$ cat config.mk
export PLATFORM = sky130hd
export DESIGN_NAME = tx_arbiter
export DESIGN_NICKNAME = d
export VERILOG_FILES = /design/src/rtl/tx_arb_pkg.sv /design/src/rtl/rr_picker.sv /design/src/rtl/tx_arbiter.sv
export SDC_FILE = /design/constraint.sdc
export NUM_CORES = 1
export LEC_CHECK = 0
export BUFFER_PORTS_ARGS = -buffer_cell sky130_fd_sc_hd__clkbuf_2
export CAP_MARGIN = 25
export CORE_UTILIZATION = 50
export DETAILED_ROUTE_END_ITERATION = 7
export GPL_TIMING_DRIVEN = 0
export PLACE_DENSITY = 0.79
export SETUP_SLACK_MARGIN = 0.1
export SLEW_MARGIN = 20
export SYNTH_ARGS = -nofsm -noshare
export SYNTH_HDL_FRONTEND = slang
export SYNTH_SLANG_ARGS = --single-unit
$ cat constraint.sdc
create_clock -name i_clock -period 4.4 [get_ports i_clock]
set_input_delay 0.66 -clock i_clock [delete_from_list [all_inputs] [get_ports i_clock]]
set_output_delay 0.66 -clock i_clock [all_outputs]
set_load 0.1 [all_outputs]
$ cat src/rtl/tx_arb_pkg.sv
// Shared definitions for the transmit arbiter: state encoding, parameter
// defaults and a one-hot to index helper.
package tx_arb_pkg;

  localparam int unsigned D_BIT_DEF     = 8;
  localparam int unsigned N_REQ_DEF     = 4;
  localparam int unsigned TO_CYCLES_DEF = 65535;
  localparam int unsigned MAX_REQ       = 8;
  localparam int unsigned MAX_IDX_W     = 3;

  typedef enum logic [1:0] {
    ST_IDLE = 2'd0,
    ST_LOAD = 2'd1,
    ST_WAIT = 2'd2
  } arb_state_e;

  // Index of the set bit in a one-hot vector (zero when none is set).
  function automatic logic [MAX_IDX_W-1:0] onehot_idx(input logic [MAX_REQ-1:0] oh);
    logic [MAX_IDX_W-1:0] idx;
    idx = '0;
    for (int unsigned i = 0; i < MAX_REQ; i++) begin
      if (oh[i]) idx = MAX_IDX_W'(i);
    end
    return idx;
  endfunction

endpackage

$ cat src/rtl/rr_picker.sv
// Combinational round-robin picker: first requester found searching upward
// from i_ptr+1, wrapping modulo N_REQ.
module rr_picker #(
  parameter int unsigned N_REQ = 4
) (
  input  logic [N_REQ-1:0]         i_req,
  input  logic [$clog2(N_REQ)-1:0] i_ptr,
  output logic [N_REQ-1:0]         o_winner_c,
  output logic                     o_valid_c
);

  localparam int unsigned PW = $clog2(N_REQ);

  logic [PW-1:0] w_idx;

  always_comb begin
    o_winner_c = '0;
    o_valid_c  = 1'b0;
    w_idx      = '0;
    for (int unsigned i = 1; i <= N_REQ; i++) begin
      w_idx = PW'((32'(i_ptr) + i) % N_REQ);
      if (!o_valid_c && i_req[w_idx]) begin
        o_winner_c[w_idx] = 1'b1;
        o_valid_c         = 1'b1;
      end
    end
  end

endmodule

$ cat src/rtl/tx_arbiter.sv
// Round-robin arbiter feeding one byte transmitter from N_REQ requesters;
// a grant is held for a whole message and released on last byte or timeout.
module tx_arbiter
  import tx_arb_pkg::*;
#(
  parameter int unsigned D_BIT     = D_BIT_DEF,
  parameter int unsigned N_REQ     = N_REQ_DEF,
  parameter int unsigned TO_CYCLES = TO_CYCLES_DEF
) (
  input  logic                   i_clock,
  input  logic                   i_reset,
  input  logic [N_REQ-1:0]       i_req,
  input  logic [N_REQ-1:0]       i_last,
  input  logic [N_REQ*D_BIT-1:0] i_data,
  output logic [N_REQ-1:0]       o_ack,
  output logic [N_REQ-1:0]       o_grant,
  output logic                   o_tx_start,
  output logic [D_BIT-1:0]       o_tx_data,
  input  logic                   i_tx_done,
  output logic                   o_busy,
  output logic                   o_err
);

  localparam int unsigned PW = $clog2(N_REQ);
  localparam int unsigned CW = $clog2(TO_CYCLES + 1);
  localparam logic [CW-1:0] TO_LAST = CW'(TO_CYCLES - 1);

  arb_state_e         r_state, w_state;
  logic [N_REQ-1:0]   r_grant, w_grant;
  logic [N_REQ-1:0]   r_ack, w_ack;
  logic [PW-1:0]      r_owner, w_owner;
  logic [PW-1:0]      r_ptr, w_ptr;
  logic               r_last, w_last;
  logic               r_tx_start, w_tx_start;
  logic [D_BIT-1:0]   r_tx_data, w_tx_data;
  logic               r_busy, w_busy;
  logic               r_err, w_err;
  logic [CW-1:0]      r_cnt, w_cnt;

  logic [D_BIT-1:0]   w_bytes [N_REQ];
  logic [N_REQ-1:0]   w_pick_oh;
  logic               w_pick_valid;
  logic [PW-1:0]      w_pick_idx;
  logic [CW-1:0]      w_cnt_inc;
  logic               w_timeout;

  for (genvar k = 0; k < N_REQ; k++) begin : g_bytes
    assign w_bytes[k] = i_data[k*D_BIT +: D_BIT];
  end

  rr_picker #(
    .N_REQ (N_REQ)
  ) u_picker (
    .i_req      (i_req),
    .i_ptr      (r_ptr),
    .o_winner_c (w_pick_oh),
    .o_valid_c  (w_pick_valid)
  );

  assign w_pick_idx = PW'(onehot_idx(MAX_REQ'(w_pick_oh)));
  assign w_cnt_inc  = r_cnt + CW'(1);
  // Timeout fires on the cycle the counter would step onto TO_CYCLES-1.
  assign w_timeout  = (w_cnt_inc >= TO_LAST);

  // Next-state and registered-output logic; LOAD-cycle outputs are
  // computed on the transition into LOAD so they are visible during LOAD.
  always_comb begin
    w_state    = r_state;
    w_grant    = r_grant;
    w_owner    = r_owner;
    w_ptr      = r_ptr;
    w_last     = r_last;
    w_ack      = '0;
    w_tx_start = 1'b0;
    w_tx_data  = r_tx_data;
    w_err      = 1'b0;
    w_cnt      = r_cnt;

    case (r_state)
      ST_IDLE: begin
        if (w_pick_valid) begin
          w_state    = ST_LOAD;
          w_grant    = w_pick_oh;
          w_owner    = w_pick_idx;
          w_ack      = w_pick_oh;
          w_tx_start = 1'b1;
          w_tx_data  = w_bytes[w_pick_idx];
          w_last     = i_last[w_pick_idx];
          w_cnt      = '0;
        end
      end

      ST_LOAD: begin
        w_state = ST_WAIT;
        w_cnt   = '0;
      end

      ST_WAIT: begin
        w_cnt = w_cnt_inc;
        if (i_tx_done) begin
          if (!r_last && i_req[r_owner]) begin
            w_state    = ST_LOAD;
            w_ack      = r_grant;
            w_tx_start = 1'b1;
            w_tx_data  = w_bytes[r_owner];
            w_last     = i_last[r_owner];
            w_cnt      = '0;
          end else begin
            w_state = ST_IDLE;
            w_grant = '0;
            w_ptr   = r_owner;
          end
        end else if (w_timeout) begin
          w_state = ST_IDLE;
          w_grant = '0;
          w_ptr   = r_owner;
          w_err   = 1'b1;
        end
      end

      default: begin
        w_state = ST_IDLE;
        w_grant = '0;
      end
    endcase

    w_busy = (w_state != ST_IDLE);
  end

  always_ff @(posedge i_clock) begin
    if (i_reset) begin
      r_state    <= ST_IDLE;
      r_grant    <= '0;
      r_ack      <= '0;
      r_owner    <= '0;
      r_ptr      <= PW'(N_REQ - 1);
      r_last     <= 1'b0;
      r_tx_start <= 1'b0;
      r_tx_data  <= '0;
      r_busy     <= 1'b0;
      r_err      <= 1'b0;
      r_cnt      <= '0;
    end else begin
      r_state    <= w_state;
      r_grant    <= w_grant;
      r_ack      <= w_ack;
      r_owner    <= w_owner;
      r_ptr      <= w_ptr;
      r_last     <= w_last;
      r_tx_start <= w_tx_start;
      r_tx_data  <= w_tx_data;
      r_busy     <= w_busy;
      r_err      <= w_err;
      r_cnt      <= w_cnt;
    end
  end

  assign o_ack      = r_ack;
  assign o_grant    = r_grant;
  assign o_tx_start = r_tx_start;
  assign o_tx_data  = r_tx_data;
  assign o_busy     = r_busy;
  assign o_err      = r_err;

endmodule

==> results.txt, run 1 <==
Mapped Nets -> 453
# DRC -> 0
Htree depth -> 2
Largest net degree at the start of global routing -> 13
Most Crowded Layer GR -> met2
Clk Latency, worst-skew pair -> 0.30 ns
Crit-path max FO -> 10
Status -> complete, no violations
Top post-synthesis cells by count -> nor2_1, dfxtp_1, nand2_1, a21oi_1, clkbuf_1
Initial Util -> 0.518
GRT Overall Usage -> 0.277
FILL cells -> 593
Final Setup Violations -> 0
Worst hold slack -> 0.479 ns
CTS tree -> done
Gp weighted congestion -> 0.877
DRT Pass-1 Iters -> 5
Hold Path Depth -> 2
Hold Buf Count CTS -> 0
Critical path capture point type -> flop
Worst vdd ir -> 0.000210 V
Met2 GRT Util -> 0.466
Critical Path Start Type -> flop
DP HPWL -> 6.89 mm
Cell taking the most area after synthesis -> dfxtp_1
CP required -> 4.62 ns
Synth area leaders -> dfxtp_1, mux4_2, nor2_1, a21oi_1, nor3b_1
Number of port buffers -> 60
Crit path kind -> flop to flop
Slew HR -> 0.460
Maxcap violations -> 0
Die Ht -> 82.9 um
DR vias -> 3474
Fmax -> 265 MHz
Top FF cell, synth -> dfxtp_1
Vias in the first global route -> 3440
Asr flop ratio synth -> 0
Pwr Density -> 348 nW/um^2
DRT iter0 DRCs -> 244
Actual slew at the worst max-slew pin -> 0.811 ns
Syn avg cell area -> 8.15 um^2
Synth Warn # -> 0
Diode count -> 0
Global Route met1 Usage -> 0.355
Area Growth Syn to Fin -> 14.9%
CTS-repair resized insts -> 0
Global-route wire length before repair -> 15.7 mm
Pleak -> 1.41 nW
Total gr overflow -> 0
Row count -> 29
Sequential area share after synthesis -> 0.257
Sink Count -> 42
Post-synth EDFFs -> 0
Clk_skew -> 0.0125 ns
Wire length per cell -> 17.1 um
Routed wire length -> 9.35 mm
Synth cell types -> 65
Worst Path Arrival -> 4.00 ns
Via density -> 6.36
Max-slew violation count -> 0
DIE WIDTH -> 82.9 um
Post-placement cell area -> 3670 um^2
Part of the cycle the worst path needs -> 0.858
R2R depth -> 12
Hold Path Class -> flop to flop
Synth Register Bits -> 42
Grt met3 use -> 0.0368
Dpl cells -> 538
Post-Place Worst Slack -> 0.696 ns
Mapped Cells -> 401
CTS Buf Count -> 5
Total power -> 1.31 mW
Die area -> 6870 um^2
Clock slew at reported path FFs -> 0.09 ns
Design area -> 3760 um^2
Final WS setup -> 0.623 ns
Antenna violations before repair -> 0
CTS root buf -> clkbuf_8
RSZ-0062 raised after global routing -> no
CTS Buffer Depth -> 2
Routed Antenna Nets -> 0
Post-CTS setup buffer count -> 0
Most common cell in the netlist -> nor2_1
Finished Layout Cells -> 546
Proportion of layout cells with a drive suffix above 1 -> 0.200
Final Hold Fails -> 0
Ports -> 62
Fin nets -> 520
Setup tns final -> 0 ns
Final Core Density -> 0.595
Syn Std Cell Area -> 3270 um^2
Core Region -> 6310 um^2
Crit path time final -> 3.78 ns
Share of the synthesized area in the top cell type -> 0.257
-- final timing paths --
| kind | start | to | slack, ns |
|---|---|---|---|
| worst min-delay path | o_tx_data[7] | o_tx_data[7] | 0.48 |
| worst max-delay path | r_ptr[0] | o_tx_data[7] | 0.62 |
| worst max register to register | r_ptr[0] | o_tx_data[7] | 0.62 |
| worst min register to register | o_tx_data[7] | o_tx_data[7] | 0.48 |
-- critical path, cell delays in order (launching register included) --
cell	delay [ns]
dfxtp_1	0.43
buf_6	0.16
clkbuf_1	0.33
inv_1	0.21
ha_1	0.41
mux4_2	0.42
a31o_1	0.22
a221o_1	0.30
a22oi_4	0.25
buf_6	0.21
o21ai_2	0.15
a221o_1	0.35
a221oi_2	0.25
-- cell type report --
class,instances,area (um^2),area share
plain buffers,28,124,0.0330
flip-flops and latches,42,841,0.224
inverters,7,26.3,0.00699
clock buffers,7,86.3,0.0230
repair buffers,60,300,0.0799
clock inverters,1,5.00,0.00133
multi-input cells,324,2280,0.606
well taps,77,96.3,0.0256
-- kinds of logic (layout without fill, tap and decap cells) --
kind of cell | after synthesis | after routing | synth area share
xor+xnor | 4 | 4 | 0.0107
fa+ha+maj | 9 | 9 | 0.0344
compound gates | 126 | 126 | 0.273
mux | 21 | 21 | 0.107
buf+inv | 35 | 103 | 0.0459
simple gates | 164 | 164 | 0.272
flops | 42 | 42 | 0.257
-- state kept, by name, indices dropped and copies added, names as in the netlist, 2 cells and up --
| signal | flops |
|---|---|
| o_grant | 4 |
| o_ack | 4 |
| r_state | 2 |
| r_owner | 2 |
| o_tx_data | 8 |
| r_cnt | 16 |
| r_ptr | 2 |
-- layer usage --
metal | part of all wire | vias up
li1 | - | 1674
met1 | 0.43 | 1620
met2 | 0.49 | 161
met3 | 0.071 | 19
met4 | 0.016 | 0
met5 | 0 | -
-- placed cells by master (no fill, tap or decap), types with 11 or more instances in the layout --
cell / netlist / layout
mux4_2: 11 / 11
clkbuf_2: 1 / 61
a21oi_1: 25 / 25
o21ai_0: 14 / 14
nor3b_1: 16 / 16
nand2b_1: 16 / 16
a31oi_1: 19 / 19
clkbuf_1: 21 / 22
dfxtp_1: 42 / 42
nand2_1: 26 / 26
nor2_1: 44 / 44
-- report_power, final --
group	switching, mW	internal [mW]
logic	0.427	0.177
registers	0.0237	0.416
clock network	0.138	0.127
No activity file was read; power rests on OpenSTA's default activity.
==> run 2: changes to the inputs <==
--- a/config.mk
+++ b/config.mk
@@ -7,10 +7,10 @@
 export LEC_CHECK = 0
 export BUFFER_PORTS_ARGS = -buffer_cell sky130_fd_sc_hd__clkbuf_2
 export CAP_MARGIN = 25
-export CORE_UTILIZATION = 50
+export CORE_UTILIZATION = 45
 export DETAILED_ROUTE_END_ITERATION = 7
 export GPL_TIMING_DRIVEN = 0
-export PLACE_DENSITY = 0.79
+export PLACE_DENSITY = 0.73
 export SETUP_SLACK_MARGIN = 0.1
 export SLEW_MARGIN = 20
 export SYNTH_ARGS = -nofsm -noshare
==> run 2 against run 1 <==
  * First-iteration DRC count decreased by 3.7%
  * Register-to-register slack got worse by 0.06 ns
  * Fmax decreased by 1.6%
  * Sequential share of layout area decreased by 0.27 points
  * Wire length increased by 2.0%
  * Clock power increased by 19%
  * Largest cell class unchanged
  * Largest power group unchanged
==> results.txt, run 2 (same netlist as run 1, synthesis figures left out) <==
R2R depth -> 12 (unchanged)
Dpl cells -> 557 (+3.5%)
Clk_skew -> 0.0136 ns (+0.00108 ns)
Total gr overflow -> 0 (unchanged)
Largest net degree at the start of global routing -> 15 (+2)
RSZ-0062 raised after global routing -> no
Actual slew at the worst max-slew pin -> 0.812 ns (+0.00115 ns)
Fin nets -> 520 (unchanged)
Hold Buf Count CTS -> 0 (unchanged)
CTS root buf -> clkbuf_8
Worst vdd ir -> 0.000168 V (-20%)
Status -> complete, no violations
Max-slew violation count -> 0 (unchanged)
Combinational share of power -> 0.444 (-0.018)
Internal power -> 0.762 mW (+5.8%)
Sequential share of power -> 0.325 (-0.011)
Most common cell after layout, fill and taps aside -> clkbuf_2
CTS Buffer Depth -> 2 (unchanged)
Hold Path Class -> flop to flop
Worst reg2reg path endpoint -> o_tx_data[7]
Post-Place Worst Slack -> 0.603 ns (-0.0932 ns)
Min-delay src -> o_tx_data[7]
CP required -> 4.63 ns (about the same)
Finished Layout Cells -> 565 (+3.5%)
Ports -> 62 (unchanged)
Crit path to -> o_tx_data[7]
Htree depth -> 2 (unchanged)
Part of the cycle the worst path needs -> 0.872 (+0.0139)
Slew HR -> 0.459 (-0.000769)
Global-route wire length before repair -> 15.4 mm (-2.0%)
Proportion of layout cells with a drive suffix above 1 -> 0.203 (+0.00213)
CTS tree -> done
Area Growth Syn to Fin -> 16.3%
Row count -> 30 (+3.4%)
Post-CTS setup buffer count -> 0 (unchanged)
Critical Path Source -> r_ptr[0]
# DRC -> 0 (unchanged)
Crit-path max FO -> 10 (unchanged)
Clk Latency, worst-skew pair -> 0.30 ns (about the same)
Worst hold slack -> 0.494 ns (+0.0153 ns)
Max reg flops -> 16 (unchanged)
Final Hold Fails -> 0 (unchanged)
Reg2reg setup slack -> 0.56 ns (-0.06 ns)
DP HPWL -> 6.99 mm (+1.5%)
Sw power -> 0.595 mW (+1.2%)
CTS-repair resized insts -> 0 (unchanged)
Final Setup Violations -> 0 (unchanged)
DIE WIDTH -> 87.2 um (+5.3%)
Die Ht -> 87.2 um (+5.3%)
Clock power share -> 0.232 (+0.030)
Crit path kind -> flop to flop
Wire length per cell -> 16.9 um (-1.4%)
Crit path time final -> 3.84 ns (+0.0609 ns)
DRT iter0 DRCs -> 235 (-3.7%)
Final WS setup -> 0.562 ns (-0.0609 ns)
Design area -> 3800 um^2 (+1.2%)
Antenna violations before repair -> 0 (unchanged)
Pleak -> 1.41 nW (+0.15%)
DR vias -> 3462 (-0.35%)
Core Region -> 6910 um^2 (+9.4%)
Routed wire length -> 9.54 mm (+2.0%)
Worst r2r src -> r_ptr[0]
Clock slew at reported path FFs -> 0.10 ns (about the same)
Setup tns final -> 0 ns (unchanged)
Vias in the first global route -> 3324 (-3.4%)
Diode count -> 0 (unchanged)
Total power -> 1.36 mW (+3.7%)
Initial Util -> 0.473 (-0.0445)
Gp weighted congestion -> 0.918 (+4.7%)
Sw Share -> 0.439 (-0.0112)
Maxcap violations -> 0 (unchanged)
CTS Buf Count -> 5 (unchanged)
Top reg by flops -> r_cnt
Via density -> 6.13 (-3.7%)
Number of port buffers -> 60 (unchanged)
Sink Count -> 42 (unchanged)
Post-placement cell area -> 3690 um^2 (+0.65%)
GRT Overall Usage -> 0.258 (-0.0193)
Most frequent cells in the layout -> clkbuf_2, nor2_1, dfxtp_1, nand2_1, a21oi_1
Routed Antenna Nets -> 0 (unchanged)
Die area -> 7610 um^2 (+11%)
Pwr Density -> 357 nW/um^2 (+2.5%)
Critical path capture point type -> flop
Fmax -> 261 MHz (-1.6%)
DRT Pass-1 Iters -> 5 (unchanged)
Critical Path Start Type -> flop
Worst Path Arrival -> 4.07 ns (+0.07 ns)
Final Core Density -> 0.551 (-0.0444)
FILL cells -> 673 (+13%)
## run 2: cell types whose count changed in the layout (fill, tap and decap cells not counted)
cell | previous run | this run
clkinv_2 | 1 | 0
clkbuf_1 | 22 | 21
clkbuf_8 | 6 | 5
clkinvlp_4 | 0 | 2
bufinv_16 | 0 | 1
## run 2: layer usage
layer / wire length, um / vias up / track usage
li1: - / 1674 / -
met1: 3980 / 1626 / 0.316
met2: 4760 / 143 / 0.451
met3: 619 / 19 / 0.0360
met4: 174 / 0 / 0.113
met5: 0 / - / 0
## run 2: area by class of cell
class	instances	area, um^2	area share
Multi-Input combinational cell	324	2280	0.599
Sequential cell	42	841	0.221
Timing Repair Buffer	60	300	0.0789
Buffer	28	124	0.0326
Tap cell	96	120	0.0316
Clock buffer	5	68.8	0.0181
Clock inverter	3	45.0	0.0118
Inverter	7	26.3	0.00691
## run 2: critical path, cell delays in order (launching register included)
cell and delay [ns]:
dfxtp_1 0.43, buf_6 0.16, clkbuf_1 0.34, inv_1 0.21
ha_1 0.41, mux4_2 0.43, a31o_1 0.22, a221o_1 0.31
a22oi_4 0.29, buf_6 0.21, o21ai_2 0.15, a221o_1 0.35
a221oi_2 0.25
## run 2: power by group through the flow
stage / combinational (mW) / clock (mW) / sequential [mW]
floorplan: 0.278 / 0 / 0.635
global placement: 0.588 / 0 / 0.448
detailed placement: 0.594 / 0 / 0.449
CTS: 0.596 / 0.320 / 0.440
global route: 0.637 / 0.339 / 0.444
finish: 0.602 / 0.315 / 0.440
## run 2: how the worst min path moves through the flow
stage	endpoint	slack (ns)	depth (start not counted)
after floorplan	r_last	0.45	2
after global placement	o_tx_data[7]	0.48	2
after detailed placement	o_tx_data[7]	0.48	2
after CTS	o_tx_data[7]	0.50	2
after global routing	o_tx_data[7]	0.50	2
final	o_tx_data[7]	0.49	2
==> run 3: changes to the inputs <==
--- a/config.mk
+++ b/config.mk
@@ -7,10 +7,13 @@
 export LEC_CHECK = 0
 export BUFFER_PORTS_ARGS = -buffer_cell sky130_fd_sc_hd__clkbuf_2
 export CAP_MARGIN = 25
-export CORE_UTILIZATION = 45
+export CELL_PAD_IN_SITES_DETAIL_PLACEMENT = 0
+export CELL_PAD_IN_SITES_GLOBAL_PLACEMENT = 2
+export CORE_UTILIZATION = 33
+export CTS_BUF_LIST = sky130_fd_sc_hd__clkbuf_16
 export DETAILED_ROUTE_END_ITERATION = 7
 export GPL_TIMING_DRIVEN = 0
-export PLACE_DENSITY = 0.73
+export PLACE_DENSITY = 0.87
 export SETUP_SLACK_MARGIN = 0.1
 export SLEW_MARGIN = 20
 export SYNTH_ARGS = -nofsm -noshare
==> run 3 against run 2 <==
  * Global-route usage decreased by 4.7 points
  * Wire length increased by 8.9%
  * Combinational power increased by 1%
  * Highest routed layer unchanged
  * Critical path depth unchanged
  * Sequential cell count unchanged
  * First-iteration DRC count decreased by 20%
==> results.txt, run 3 (same netlist as run 1, synthesis figures left out) <==
Proportion of layout cells with a drive suffix above 1 -> 0.199 (-0.00384)
Global-route wire length before repair -> 16.8 mm (+9.6%)
CTS-repair resized insts -> 0 (unchanged)
Routed wire length -> 10.4 mm (+8.9%)
DR vias -> 3409 (-1.5%)
CTS root buf -> clkbuf_16
Row count -> 35 (+17%)
Clock slew at reported path FFs -> 0.06 ns (-0.04 ns)
Reg2reg setup slack -> 0.56 ns (about the same)
Final Hold Fails -> 0 (unchanged)
Maxcap violations -> 0 (unchanged)
Max-slew violation count -> 0 (unchanged)
Initial Util -> 0.347 (-0.126)
Pwr Density -> 376 nW/um^2 (+5.3%)
Die Ht -> 102 um (+16%)
Max reg flops -> 16 (unchanged)
Largest net degree at the start of global routing -> 13 (-2)
Part of the cycle the worst path needs -> 0.872 (about the same)
GRT Overall Usage -> 0.211 (-0.0473)
Crit-path max FO -> 10 (unchanged)
R2R depth -> 12 (unchanged)
Worst reg2reg path endpoint -> o_tx_data[7]
Final Setup Violations -> 0 (unchanged)
Top reg by flops -> r_cnt
Wire length per cell -> 17.4 um (+3.0%)
Worst vdd ir -> 0.000162 V (-3.7%)
RSZ-0062 raised after global routing -> no
Fin nets -> 520 (unchanged)
Diode count -> 0 (unchanged)
Fmax -> 261 MHz (about the same)
Crit path time final -> 3.84 ns (+0.000568 ns)
CTS Buf Count -> 5 (unchanged)
Most frequent cells in the layout -> clkbuf_2, nor2_1, dfxtp_1, nand2_1, a21oi_1
DIE WIDTH -> 102 um (+16%)
Sink Count -> 42 (unchanged)
Pleak -> 1.44 nW (+1.9%)
Number of port buffers -> 60 (unchanged)
Setup tns final -> 0 ns (unchanged)
Area Growth Syn to Fin -> 19.0%
Routed Antenna Nets -> 0 (unchanged)
Worst r2r src -> r_ptr[0]
CP required -> 4.60 ns (-0.03 ns)
Cell chain of the critical path -> buf_6 -> clkbuf_1 -> inv_1 -> ha_1 -> mux4_2 -> a31o_1 -> a221o_1 -> a22oi_4 -> buf_6 -> o21ai_2 -> a221o_1 -> a221oi_2
Clk Latency, worst-skew pair -> 0.28 ns (-0.02 ns)
Hold Path Class -> flop to flop
Vias in the first global route -> 3246 (-2.3%)
Min-delay src -> o_tx_data[7]
Via density -> 5.71 (-6.8%)
Max stage delay cell, worst path -> mux4_2
# DRC -> 0 (unchanged)
Most common cell after layout, fill and taps aside -> clkbuf_2
DRT Pass-1 Iters -> 5 (unchanged)
CTS tree -> done
Hold Path Depth -> 2 (unchanged)
DP HPWL -> 7.81 mm (+12%)
Actual slew at the worst max-slew pin -> 0.846 ns (+0.0340 ns)
Hold Buf Count CTS -> 0 (unchanged)
CTS Buffer Depth -> 2 (unchanged)
Ports -> 62 (unchanged)
Die area -> 10300 um^2 (+35%)
Total gr overflow -> 0 (unchanged)
Critical path capture point type -> flop
Crit path kind -> flop to flop
Core Region -> 9420 um^2 (+36%)
Total power -> 1.46 mW (+7.7%)
Slew HR -> 0.436 (-0.0227)
Antenna violations before repair -> 0 (unchanged)
Status -> complete, no violations
Worst Path Arrival -> 4.03 ns (-0.04 ns)
Clk_skew -> 0.00688 ns (-0.00672 ns)
Critical Path Start Type -> flop
Gp weighted congestion -> 0.846 (-7.9%)
Post-CTS setup buffer count -> 0 (unchanged)
Hold EP -> o_tx_data[7]
Htree depth -> 2 (unchanged)
DRT iter0 DRCs -> 189 (-20%)
Max incr delay on CP -> 0.43 ns (about the same)
-- run 3: area by class of cell --
type                    instances  area, um^2
inverters                       7        26.3
plain buffers                  28         124
repair buffers                 60         300
flip-flops and latches         42         841
well taps                     129         161
multi-input cells             324        2280
clock buffers                   5         125
clock inverters                 2        33.8
fillers                       966        5530
-- run 3: metrics by stage --
stage | utilization | hold WS [ns] | setup slack (ns) | std cells | instance area, um^2
5_1_grt | 0.413 | 0.498 | 0.378 | 597 | 3890
4_1_cts | 0.413 | 0.479 | 0.606 | 597 | 3890
2_1_floorplan | - | 0.453 | 1.17 | 401 | 3270
6_report | 0.413 | 0.474 | 0.562 | 597 | 3890
3_3_place_gp | 0.396 | 0.468 | 0.617 | 590 | 3730
3_5_place_dp | 0.396 | 0.471 | 0.626 | 590 | 3730
-- run 3: power by group --
part	switching (mW)	leakage (nW)	internal, mW
combinational	0.433	1.02	0.177
sequential	0.0227	0.343	0.416
clock	0.149	0.0773	0.263
-- run 3: worst max-delay path by stage --
| stage | start | end | depth (start not counted) |
|---|---|---|---|
| after global routing | r_ptr[0] | r_last | 11 |
| after detailed placement | r_ptr[0] | o_tx_data[7] | 12 |
| after CTS | r_ptr[0] | o_tx_data[7] | 12 |
| final | r_ptr[0] | o_tx_data[7] | 12 |
| after global placement | r_ptr[0] | o_tx_data[7] | 12 |
| after floorplan | r_ptr[0] | o_tx_data[7] | 11 |
-- run 3: metal layers --
metal | vias to the layer above | part of all wire | GRT usage | wire [um]
li1 | 1674 | - | - | -
met1 | 1612 | 0.47 | 0.296 | 4830
met2 | 109 | 0.46 | 0.337 | 4770
met3 | 14 | 0.061 | 0.0221 | 631
met4 | 0 | 0.014 | 0.0680 | 145
met5 | - | 0 | 0 | 0
-- run 3: critical path, delay by kind of cell (launching register included) --
kind	cells	cell delay (ns)
buffers and inverters	4	0.91
multiplexers	1	0.43
adder cells (fa/ha/maj)	1	0.39
AO/OA/AOI/OAI	6	1.59
flip-flops	1	0.42
